File: src/rtl/nonce_result_scanner.sv
// Reads back the per-nonce H0 words written by the hasher and reports the
// minimum-H0 nonce plus how many words fell below the difficulty target.
module nonce_result_scanner #(
  parameter int NUM_NONCE = 16,
  parameter int IDX_W     = $clog2(NUM_NONCE),
  parameter int CNT_W     = $clog2(NUM_NONCE + 1)
) (
  input  logic             clk,
  input  logic             reset_n,
  input  logic             start,
  input  logic [15:0]      result_addr,
  input  logic [31:0]      target,
  output logic             done,
  output logic             found,
  output logic [IDX_W-1:0] best_nonce,
  output logic [31:0]      best_hash,
  output logic [CNT_W-1:0] hit_count,
  output logic             mem_clk,
  output logic             mem_we,
  output logic [15:0]      mem_addr,
  input  logic [31:0]      mem_read_data
);

  localparam logic [IDX_W-1:0] LAST_IDX = IDX_W'(NUM_NONCE - 1);

  typedef enum logic {S_IDLE, S_READ} state_t;

  state_t           state, state_nxt;
  logic [15:0]      base;
  logic [31:0]      tgt;
  logic [IDX_W-1:0] offset;
  logic [IDX_W-1:0] cap;
  logic             rd_vld;
  logic             accept;
  logic             capture;
  logic             last_cap;
  logic [CNT_W-1:0] hit_nxt;

  assign mem_clk  = clk;
  assign mem_we   = 1'b0;
  assign mem_addr = base + 16'(offset);

  // rd_vld marks that the RAM has had one full cycle to return the word at cap
  assign accept   = (state == S_IDLE) && start;
  assign capture  = (state == S_READ) && rd_vld;
  assign last_cap = capture && (cap == LAST_IDX);
  assign hit_nxt  = hit_count + CNT_W'(mem_read_data < tgt);

  always_ff @(posedge clk or negedge reset_n) begin
    if (!reset_n) state <= S_IDLE;
    else          state <= state_nxt;
  end

  always_comb begin
    state_nxt = state;
    case (state)
      S_IDLE:  if (start)    state_nxt = S_READ;
      S_READ:  if (last_cap) state_nxt = S_IDLE;
      default:               state_nxt = S_IDLE;
    endcase
  end

  always_ff @(posedge clk or negedge reset_n) begin
    if (!reset_n) begin
      base       <= '0;
      tgt        <= '0;
      offset     <= '0;
      cap        <= '0;
      rd_vld     <= 1'b0;
      done       <= 1'b0;
      found      <= 1'b0;
      best_nonce <= '0;
      best_hash  <= 32'hFFFF_FFFF;
      hit_count  <= '0;
    end else begin
      done <= 1'b0;
      if (accept) begin
        base       <= result_addr;
        tgt        <= target;
        offset     <= '0;
        cap        <= '0;
        rd_vld     <= 1'b0;
        found      <= 1'b0;
        best_nonce <= '0;
        best_hash  <= 32'hFFFF_FFFF;
        hit_count  <= '0;
      end else if (state == S_READ) begin
        rd_vld <= 1'b1;
        if (offset != LAST_IDX) offset <= offset + IDX_W'(1);
        if (capture) begin
          // strict compare keeps the lowest index on equal H0 values
          if (mem_read_data < best_hash) begin
            best_hash  <= mem_read_data;
            best_nonce <= cap;
          end
          hit_count <= hit_nxt;
          found     <= (hit_nxt != '0);
          cap       <= cap + IDX_W'(1);
          if (last_cap) done <= 1'b1;
        end
      end
    end
  end

endmodule

File: config.mk
export PLATFORM = sky130hd
export DESIGN_NAME = nonce_result_scanner
export DESIGN_NICKNAME = d
export VERILOG_FILES = /design/src/rtl/nonce_result_scanner.sv
export SDC_FILE = /design/constraint.sdc
export NUM_CORES = 1
export LEC_CHECK = 0
export BUFFER_PORTS_ARGS = -buffer_cell sky130_fd_sc_hd__buf_2
export CORE_MARGIN = 5
export CORE_UTILIZATION = 50
export DETAILED_ROUTE_END_ITERATION = 12
export PLACE_DENSITY = 0.78
export RECOVER_POWER = 100
export REMOVE_ABC_BUFFERS = 1
export SLEW_MARGIN = 15
export SYNTH_ARGS = -nofsm -noshare
export SYNTH_HDL_FRONTEND = slang
export SYNTH_SLANG_ARGS = --single-unit
export TNS_END_PERCENT = 10
File: constraint.sdc
create_clock -name clk -period 2.3 [get_ports clk]
set_input_delay 0.115 -clock clk [delete_from_list [all_inputs] [get_ports clk]]
set_output_delay 0.115 -clock clk [all_outputs]
set_load 0.03 [all_outputs]
==> qor.csv <==
metric,value,unit
residual DRC count,0,
crit-path max FO,4,
Max Slew Vio Count,0,
Synth Warn #,0,
Critical Path RT,2.65,ns
die width,122,microns
fill cell count,906,
Final Critical Period,2.50,ns
number of global-route vias before repair,5997,
Least-Margin Pin Slew,1.27,ns
RSZ-0062 raised after global routing,yes,
Mapped Area,6330,sq um
Layout Utilization,72.4,%
routed len/inst,16.6,microns
number of port buffers,142,
first drt pass iteration count,5,
pre-CTS WS,-0.312,ns
post-synthesis async set-or-reset flop share,100,%
Unique masters post-synth,51,
mux cell area share after synthesis,0,%
initial antenna violation count,0,
"CTS clk-pin slew, worst paths",0.07,ns
Syn Inst Count,679,
VDD IR max,0.743,mV
Nets,1085,
Final Hold Fails,0,
Synth Area in Simple Gates,17.4,%
Synth Area in XOR/XNOR,2.49,%
Final Wtd Congestion,0.823,
prevailing post-synth register cell,dfrtp_1,
Setup crit end kind,register,
setup violators final,15,
Initial Util,50.5,%
# rows,41,
Detail Route Antenna Nets,0,
reg2reg start,tgt[13],
first-pass GRT wire length,28.9,mm
Setup WS post-layout,-0.196,ns
Die Area,15000,sq um
"Clk Latency, worst-skew pair",0.47,ns
Worst Setup SP,tgt[13],
initial drt markers,323,
skew final,0.0100,ns
HPWL after DPL,11.5,mm
Vias,5855,
complex-gate fraction of the synthesized area,17.3,%
pin count of the biggest net entering global routing,85,
Top Ports,144,
leakage,4.33,nW
Max Cap Viol,0,
Via density,5.28,
most frequent cells in the layout,"buf_2, nand2_1, buf_4",
Antenna Cells,0,
startpoint types,register,
number of flops mapped to enable cells by yosys,0,
crit path DAT,2.85,ns
fmax,401,MHz
Slew HR,15.2,%
Pwr Density,1470,nW/um^2
Seq cells post-synth,101,
GRT Util Overall,24.4,%
CTS tree,done,
hold path startpoint,mem_read_data[0],
Mapped Avg Cell Area,9.32,sq um
grt total ovfl,0,
post-synthesis adder-cell area fraction,14.2,%
core area,12500,sq um
run status,finished with violations,
"top cells by area, synth","dfrtp_1, ha_1, dfstp_2",
dominant cell type by area after synthesis,dfrtp_1,
sequential area share after synthesis,40.6,%
layout cells sized above 1,40.2,%
Worst Hold Class,input port to register,
Crit Path Category,register to register,
combinational family with the most area after synthesis,simple AND/OR/NAND/NOR gates,
"most common cell after layout, fill and taps aside",buf_2,
die height,122,microns
post-synth top area share,27.3,%
failing checks,negative setup slack,
final period utilization,109,%
routed wire length,18.4,mm
P&R area growth vs syn,43.3,%
-- final timing paths --
kind | depth (start not counted) | slack (ns) | to
setup reg to reg | 13 | -0.20 | found
max in group asynchronous | 3 | 0.49 | base[4]
hold / removal | 4 | 0.03 | best_hash[0]
setup / recovery | 13 | -0.20 | found
min in group asynchronous | 2 | 0.46 | base[1]
hold reg to reg | 2 | 0.50 | base[0]
-- sequential cells by signal (all words and copies together) (netlist names) --
| register | flops |
|---|---|
| hit_count | 5 |
| found | 1 |
| offset | 4 |
| rd_vld | 1 |
| best_hash | 32 |
| done | 1 |
| best_nonce | 4 |
| base | 16 |
| tgt | 32 |
| state | 1 |
| cap | 4 |
-- per-stage QoR --
stage | cells | total power (W) | hold slack (ns) | TNS (ns) | instance area [sq um]
after floorplan | 646 | 0.00798 | -0.181 | -86.18 | 6070
after global placement | 1025 | 0.0100 | 0.194 | -0.750 | 7610
after detailed placement | 1025 | 0.0102 | 0.189 | -1.16 | 7610
after CTS | 1101 | 0.0127 | 0.0255 | -0.961 | 8760
after global routing | 1108 | 0.0143 | 0.0409 | -5.53 | 9070
final | 1108 | 0.0133 | 0.0320 | -1.56 | 9070
-- cells in the mapped netlist (all sizes together), types with 4 or more instances --
cell type	number
nand4	13
dfstp	32
ha	70
and4	4
buf	19
nor3	37
xor2	4
a21o	15
nand2	105
dfrtp	69
nand3	19
xnor2	14
nor2b	5
clkbuf	14
nor2	11
inv	69
o21ai	89
nand2b	4
a21oi	57
-- area by class of cell --
cell class / count / area, sq um / area share [%]
sequential: 101 / 2570 / 28.3
tap: 172 / 215 / 2.37
timing repair buffer: 270 / 1950 / 21.5
clock buffer: 16 / 327 / 3.60
multi-input combinational: 476 / 3700 / 40.8
clock inverter: 4 / 50.0 / 0.552
inverter: 69 / 259 / 2.86
-- critical path: stages, from the launching register on --
cell	delay, ns
dfrtp_1	0.38
inv_2	0.08
ha_4	0.20
a21o_1	0.15
a21o_1	0.16
a21oi_2	0.12
o21ai_1	0.09
a21o_1	0.22
a21oi_2	0.17
ha_2	0.23
ha_4	0.18
a31oi_4	0.09
nor4b_2	0.22
o21ai_1	0.10
-- power breakdown --
group          internal (W)  switching, W  leakage (nW)
Combinational       0.00334       0.00455          2.98
Clock               0.00111      0.000764         0.180
Sequential          0.00287      0.000701          1.17
Total               0.00732       0.00602          4.33
-- routing by layer --
| layer | wire (microns) | GRT usage [%] |
|---|---|---|
| met1 | 7860 | 30.7 |
| met2 | 8840 | 40.4 |
| met3 | 1020 | 4.47 |
| met4 | 620 | 12.3 |
| met5 | 0 | 0 |
-- logic make-up after synthesis --
| group | after synthesis |
|---|---|
| flops | 101 |
| fa+ha+maj | 71 |
| buf+inv | 102 |
| other cells | 1 |
| xor+xnor | 18 |
| simple gates | 206 |
| compound gates | 180 |
-- timing repair --
item,CTS,global route
resized for setup,53,53
pin swaps,26,19
endpoints found under the setup margin,48,53
hold endpoints to repair,87,0
hold buffers,53,0
setup buffers,4,7
No activity file was read; power rests on OpenSTA's default activity.
